**config.mk**
```make
export PLATFORM = sky130hd
export DESIGN_NAME = cache_port_arb
export DESIGN_NICKNAME = d
export VERILOG_FILES = /design/src/rtl/cache_port_arb.sv
export SDC_FILE = /design/constraint.sdc
export NUM_CORES = 1
export LEC_CHECK = 0
export CORE_AREA = 4 4 120 122
export DETAILED_ROUTE_END_ITERATION = 8
export DIE_AREA = 0 0 124 126
export DONT_BUFFER_PORTS = 1
export GPL_ROUTABILITY_DRIVEN = 0
export MAX_ROUTING_LAYER = met4
export PLACE_DENSITY = 0.43
export SYNTH_ARGS = -nofsm -noshare
export SYNTH_HDL_FRONTEND = slang
export SYNTH_SLANG_ARGS = --single-unit
export TNS_END_PERCENT = 20
```
**constraint.sdc**
```tcl
create_clock -name clk -period 1.88 [get_ports clk]
set_input_delay 0.376 -clock clk [delete_from_list [all_inputs] [get_ports clk]]
set_output_delay 0.376 -clock clk [all_outputs]
set_load 0.01 [all_outputs]
```
**src/rtl/cache_port_arb.sv**
```systemverilog
// -----------------------------------------------------------------------------
// cache_port_arb
//
// Shares one cache port among N_CH CPU-side request channels. Each accepted
// request makes one pass through IDLE -> GRANT -> RESP -> IDLE:
//   IDLE  : choose a winner among the pending c_req bits and latch a one-hot
//           grant. ARB_MODE=0 is round-robin starting at rr_ptr; ARB_MODE=1
//           is fixed priority, where the lowest index wins.
//   GRANT : present the granted channel's live fields on the m_* port and
//           wait for m_wait=0, then capture m_out.
//   RESP  : hand the captured data to the granted channel for one cycle
//           (c_wait low), then advance rr_ptr past that channel.
//
// Ports
//   clk, rstn            clock; asynchronous active-low reset
//   c_req/c_write        per-channel request and write flag
//   c_addr/c_in/c_type   flattened per-channel fields, channel i at [i*W +: W]
//   c_out/c_wait         flattened per-channel read data and per-channel stall
//   m_req/m_write/m_addr/m_in/m_type   cache-side request (nonzero only in GRANT)
//   m_out/m_wait         cache read data and cache stall
//   busy_o               high whenever the FSM is not in IDLE
//   grant_o              one-hot grant, zero in IDLE
// -----------------------------------------------------------------------------
module cache_port_arb #(
  parameter int N_CH     = 2,
  parameter int ADDR_W   = 32,
  parameter int DATA_W   = 32,
  parameter int TYPE_W   = 3,
  parameter int ARB_MODE = 0
) (
  input  logic                   clk,
  input  logic                   rstn,
  input  logic [N_CH-1:0]        c_req,
  input  logic [N_CH-1:0]        c_write,
  input  logic [N_CH*ADDR_W-1:0] c_addr,
  input  logic [N_CH*DATA_W-1:0] c_in,
  input  logic [N_CH*TYPE_W-1:0] c_type,
  output logic [N_CH*DATA_W-1:0] c_out,
  output logic [N_CH-1:0]        c_wait,
  output logic                   m_req,
  output logic                   m_write,
  output logic [ADDR_W-1:0]      m_addr,
  output logic [DATA_W-1:0]      m_in,
  output logic [TYPE_W-1:0]      m_type,
  input  logic [DATA_W-1:0]      m_out,
  input  logic                   m_wait,
  output logic                   busy_o,
  output logic [N_CH-1:0]        grant_o
);

  localparam int               PTR_W     = $clog2(N_CH);
  localparam logic [PTR_W:0]   N_CH_P    = (PTR_W+1)'(N_CH);
  localparam logic [PTR_W-1:0] LAST_P    = PTR_W'(N_CH - 1);
  localparam logic [PTR_W-1:0] ZERO_P    = PTR_W'(0);
  localparam logic [PTR_W-1:0] ONE_P     = PTR_W'(1);
  localparam logic [N_CH-1:0]  GNT_LSB_P = N_CH'(1);

  typedef enum logic [1:0] {
    IDLE  = 2'd0,
    GRANT = 2'd1,
    RESP  = 2'd2
  } state_e;

  state_e              state_q;
  logic [N_CH-1:0]     grant_q;
  logic [PTR_W-1:0]    gidx_q;
  logic [PTR_W-1:0]    rr_ptr_q;
  logic [DATA_W-1:0]   rdata_q;
  logic                m_req_q;
  logic                busy_q;

  logic [PTR_W:0]      sum_s;
  logic [PTR_W-1:0]    cand_s;
  logic                hit_s;
  logic                win_valid_s;
  logic [PTR_W-1:0]    win_idx_s;
  logic [N_CH-1:0]     grant_d;
  logic                in_grant_s;
  logic                in_resp_s;

  // Winner selection. The scan runs from the last candidate down to the
  // first, so the final hit is the first pending channel in search order.
  // That order starts at rr_ptr for round-robin, or at 0 for fixed priority.
  always_comb begin
    win_valid_s = 1'b0;
    win_idx_s   = ZERO_P;
    sum_s       = {(PTR_W+1){1'b0}};
    cand_s      = ZERO_P;
    hit_s       = 1'b0;
    for (int k = N_CH - 1; k >= 0; k--) begin
      sum_s       = {1'b0, rr_ptr_q} + k[PTR_W:0];
      sum_s       = (sum_s >= N_CH_P) ? (sum_s - N_CH_P) : sum_s;
      cand_s      = (ARB_MODE == 1) ? k[PTR_W-1:0] : sum_s[PTR_W-1:0];
      hit_s       = c_req[cand_s];
      win_valid_s = win_valid_s | hit_s;
      win_idx_s   = hit_s ? cand_s : win_idx_s;
    end
  end

  assign grant_d    = GNT_LSB_P << win_idx_s;
  assign in_grant_s = (state_q == GRANT);
  assign in_resp_s  = (state_q == RESP);

  // Arbitration FSM. It holds the state, the grant, the round-robin pointer,
  // the captured read data, and the registered m_req/busy outputs.
  always_ff @(posedge clk or negedge rstn) begin
    if (!rstn) begin
      state_q  <= IDLE;
      grant_q  <= {N_CH{1'b0}};
      gidx_q   <= ZERO_P;
      rr_ptr_q <= ZERO_P;
      rdata_q  <= {DATA_W{1'b0}};
      m_req_q  <= 1'b0;
      busy_q   <= 1'b0;
    end else begin
      case (state_q)
        IDLE: begin
          if (win_valid_s) begin
            state_q <= GRANT;
            grant_q <= grant_d;
            gidx_q  <= win_idx_s;
            m_req_q <= 1'b1;
            busy_q  <= 1'b1;
          end else begin
            state_q <= IDLE;
          end
        end
        GRANT: begin
          // The cache side finishes even if the requester dropped c_req.
          if (!m_wait) begin
            state_q <= RESP;
            rdata_q <= m_out;
            m_req_q <= 1'b0;
          end else begin
            state_q <= GRANT;
          end
        end
        RESP: begin
          state_q  <= IDLE;
          grant_q  <= {N_CH{1'b0}};
          busy_q   <= 1'b0;
          rr_ptr_q <= (gidx_q == LAST_P) ? ZERO_P : (gidx_q + ONE_P);
        end
        default: begin
          state_q <= IDLE;
          grant_q <= {N_CH{1'b0}};
          m_req_q <= 1'b0;
          busy_q  <= 1'b0;
        end
      endcase
    end
  end

  assign m_req   = m_req_q;
  assign busy_o  = busy_q;
  assign grant_o = grant_q;

  // Port muxing. The cache port carries the granted channel's live fields
  // only in GRANT. Each channel stalls on its own request except for the
  // one cycle in which it completes in RESP.
  always_comb begin
    m_write = 1'b0;
    m_addr  = {ADDR_W{1'b0}};
    m_in    = {DATA_W{1'b0}};
    m_type  = {TYPE_W{1'b0}};
    c_wait  = c_req;
    c_out   = {(N_CH*DATA_W){1'b0}};
    for (int i = 0; i < N_CH; i++) begin
      m_write = m_write | (in_grant_s & grant_q[i] & c_write[i]);
      m_addr  = m_addr | ({ADDR_W{in_grant_s & grant_q[i]}} & c_addr[i*ADDR_W +: ADDR_W]);
      m_in    = m_in   | ({DATA_W{in_grant_s & grant_q[i]}} & c_in[i*DATA_W +: DATA_W]);
      m_type  = m_type | ({TYPE_W{in_grant_s & grant_q[i]}} & c_type[i*TYPE_W +: TYPE_W]);
      c_wait[i] = c_req[i] & ~(in_resp_s & grant_q[i]);
      c_out[i*DATA_W +: DATA_W] = {DATA_W{in_resp_s & grant_q[i]}} & rdata_q;
    end
  end

endmodule

```
==> flow_metrics.py <==
metrics = {
    "synthesis": {
        "ys_ff_latch": 40,
        "syn_inst": 339,
        "yosysSeqAreaShare_pct": 34.7,
        "synth_warnings": 0,
        "synth.cell_area_um2": 2880,
        "syn_nets": 512,
        "synthDistinctLibCells": 25,
        "syn_avg_cell_area_um2": 8.50,
    },
    "global_route": {
        "antenna_found_initial": 2,
        "grt_pass1_wl_um": 15700,
        "grt_pass1_vias": 2666,
        "grt_use_total_pct": 13.4,
        "grt_max_degree": 76,
        "gr-total-overflow": 0,
    },
    "cells_and_area": {
        "final_cells": 508,
        "nNetsFinal": 502,
        "mostFrequentLayoutCells": "nor2_1, a22oi_1, and3_1, dfrtp_1, mux2_1",
        "drive_gt1_share_pct": 17.9,
        "area_delta_synth_final_pct": 21.4,
        "design_area_um2": 3500,
        "final_common_cell": "nor2_1",
        "final_core_util_pct": 26.5,
    },
    "timing": {
        "finalCritPeriodShare_pct": 99.9,
        "maxSlewViolCount": 0,
        "hold_viol": 0,
        "finalClockSkew_ns": 0.00450,
        "fmax_mhz": 533,
        "worst_pin_slew_ns": 0.316,
        "slew_headroom_pct": 79.0,
        "period_needed_ns": 1.88,
        "fin_ws_ns": 0.00219,
        "setup_viol": 0,
        "rsz0062_at_grt": "true",
    },
    "route": {
        "routed_wl_um": 12600,
        "ant_nets": 0,
        "vias": 2805,
        "post_drt_wl_per_cell_um": 24.8,
        "routed_via_density": 5.52,
        "first_pass_iters": 4,
        "first_iter_violations": 215,
        "drcViolationCount": 0,
    },
    "power": {
        "power.density_nw_per_um2": 1690,
        "leakage_nw": 1.54,
        "vdd_drop_max_uv": 529,
    },
    "clock_tree": {
        "clock_latency_ns": 0.28,
        "clock_sinks": 40,
        "cts_tree": "built",
        "cts_made_buffers": 5,
        "clkTransAtPathRegs_ns": 0.06,
        "cts_buffer_depth": 2,
        "htree_num_levels": 2,
        "ctsRootBufferMaster": "clkbuf_16",
    },
    "place": {
        "postPlaceCellArea_um2": 3100,
        "dp_cells": 490,
        "io_buffers": 0,
        "dp_hpwl_um": 9240,
        "post-place-ws_ns": 0.181,
    },
    "min_path": {
        "min_from": "m_out[9]",
        "hold_class": "primary input to flip-flop",
    },
    "job": {
        "maxCapViolCount": 0,
    },
    "floorplanning": {
        "die_y_um": 126,
        "initial_core_util_pct": 21.8,
        "core_um2": 13200,
        "die_area_um2": 15600,
        "placementRows": 42,
        "die_w_um": 124,
        "ios": 311,
    },
    "critical_path": {
        "crit_buf_inv": 1,
        "criticalPathCategory": "flip-flop to primary output",
        "end_kind": "primary output",
        "critical_path.startpoint": "state_q[0]",
        "critPathRequiredTime_ns": 1.50,
        "cpMaxStageDelayCell": "dfrtp_2",
        "path_max_fanout": 34,
        "slowest_delay_ns": 0.46,
        "worstSetupStartpointType": "flip-flop",
        "worstReg2RegStart": "state_q[1]",
        "crit_chain": "and2b_2 > clkbuf_16 > and3_1",
        "arrival_ns": 1.50,
        "critPathTopFamily": "simple AND/OR/NAND/NOR gates",
    },
    "run_status": {
        "outcome": "completed",
    },
}
[final timing paths]
kind                               end  slack [ns]  cells after the start
setup / recovery             c_out[47]       0.002                      3
hold / removal              rdata_q[9]        0.22                      1
setup reg to reg            rdata_q[8]        0.40                      4
hold reg to reg               rr_ptr_q        0.45                      1
max in group asynchronous   grant_o[1]        1.08                      2
min in group asynchronous  rdata_q[21]        0.58                      2
[worst register-to-register path: cells and delay by family (launching register included)]
kind          cells  cell delay, ns
mux               1            0.38
buf+inv           1            0.21
flops             1            0.44
simple gates      2            0.32
[layout make-up]
class,count,area (um^2)
antenna,2,5.00
clock buffer,7,143
clock inverter,1,7.51
fill,1417,9690
inverter,2,7.51
multi-input combinational,256,1770
sequential,40,1010
tap,176,220
timing repair buffer,24,335
[per-layer routing]
| metal | global-route usage, % | up-vias | part of all wire (%) |
|---|---|---|---|
| li1 | - | 1213 | - |
| met1 | 16.0 | 1381 | 40 |
| met2 | 23.5 | 205 | 51 |
| met3 | 2.24 | 6 | 8.1 |
| met4 | 2.71 | 0 | 0.79 |
| met5 | - | - | 0 |
[sequential cells by signal (all words and copies together) (netlist names)]
register  count
rdata_q      32
grant_o       2
state_q       2
busy_o        1
gidx_q        1
m_req         1
rr_ptr_q      1
[cells in the mapped netlist]
master     n  area [um^2]
buf_2      6         30.0
a22oi_1   68          510
and2b_1    1         7.51
a21oi_1    6         30.0
mux2_1    29          327
a211o_1    1         8.76
a21boi_0   1         7.51
nand2b_1   2         12.5
clkbuf_1  26         97.6
nor2_1    71          267
o22ai_1    1         6.26
o22a_1     1         8.76
buf_4      2         15.0
and3_1    64          400
buf_1      3         11.3
nand2_1    3         11.3
mux2_2     3         33.8
clkbuf_2   1         5.00
o21ba_2    1         10.0
buf_6      3         33.8
dfrtp_1   40         1000
nor2_8     1         20.0
o21ai_0    1         5.00
o21bai_1   2         15.0
inv_1      2         7.51
[repair_timing]
action / 4_1_cts / 5_1_grt
endpoints found under the hold margin: 40 / 0
gates cloned: 0 / 4
pin swaps: 0 / 10
setup endpoints to repair: 83 / 74
gates resized for setup: 8 / 17
buffers inserted: 0 / 2
hold buffers: 2 / 0
[power breakdown]
part	total (mW)	internal, mW	switching, mW
clock network	0.861	0.528	0.332
logic	3.35	1.28	2.08
registers	1.68	1.31	0.375
[stage by stage]
| step | setup TNS, ns | power (mW) | hold WS (ns) |
|---|---|---|---|
| 2_1_floorplan | 0 | 3.80 | 0.0804 |
| 3_3_place_gp | 0 | 4.54 | 0.0817 |
| 3_5_place_dp | 0 | 4.60 | 0.0817 |
| 4_1_cts | -0.209 | 5.55 | 0.213 |
| 5_1_grt | -2.81 | 6.33 | 0.212 |
| 6_report | 0 | 5.90 | 0.223 |
[kinds of logic after synthesis]
| logic type | after synthesis | share of synthesized area [%] |
|---|---|---|
| DFF | 40 | 34.7 |
| and+or+nand+nor | 142 | 24.9 |
| muxes | 32 | 12.5 |
| AOI/OAI and AO/OA | 82 | 20.9 |
| buffers and inverters | 43 | 6.95 |
Power figures use the tool's default switching activity.
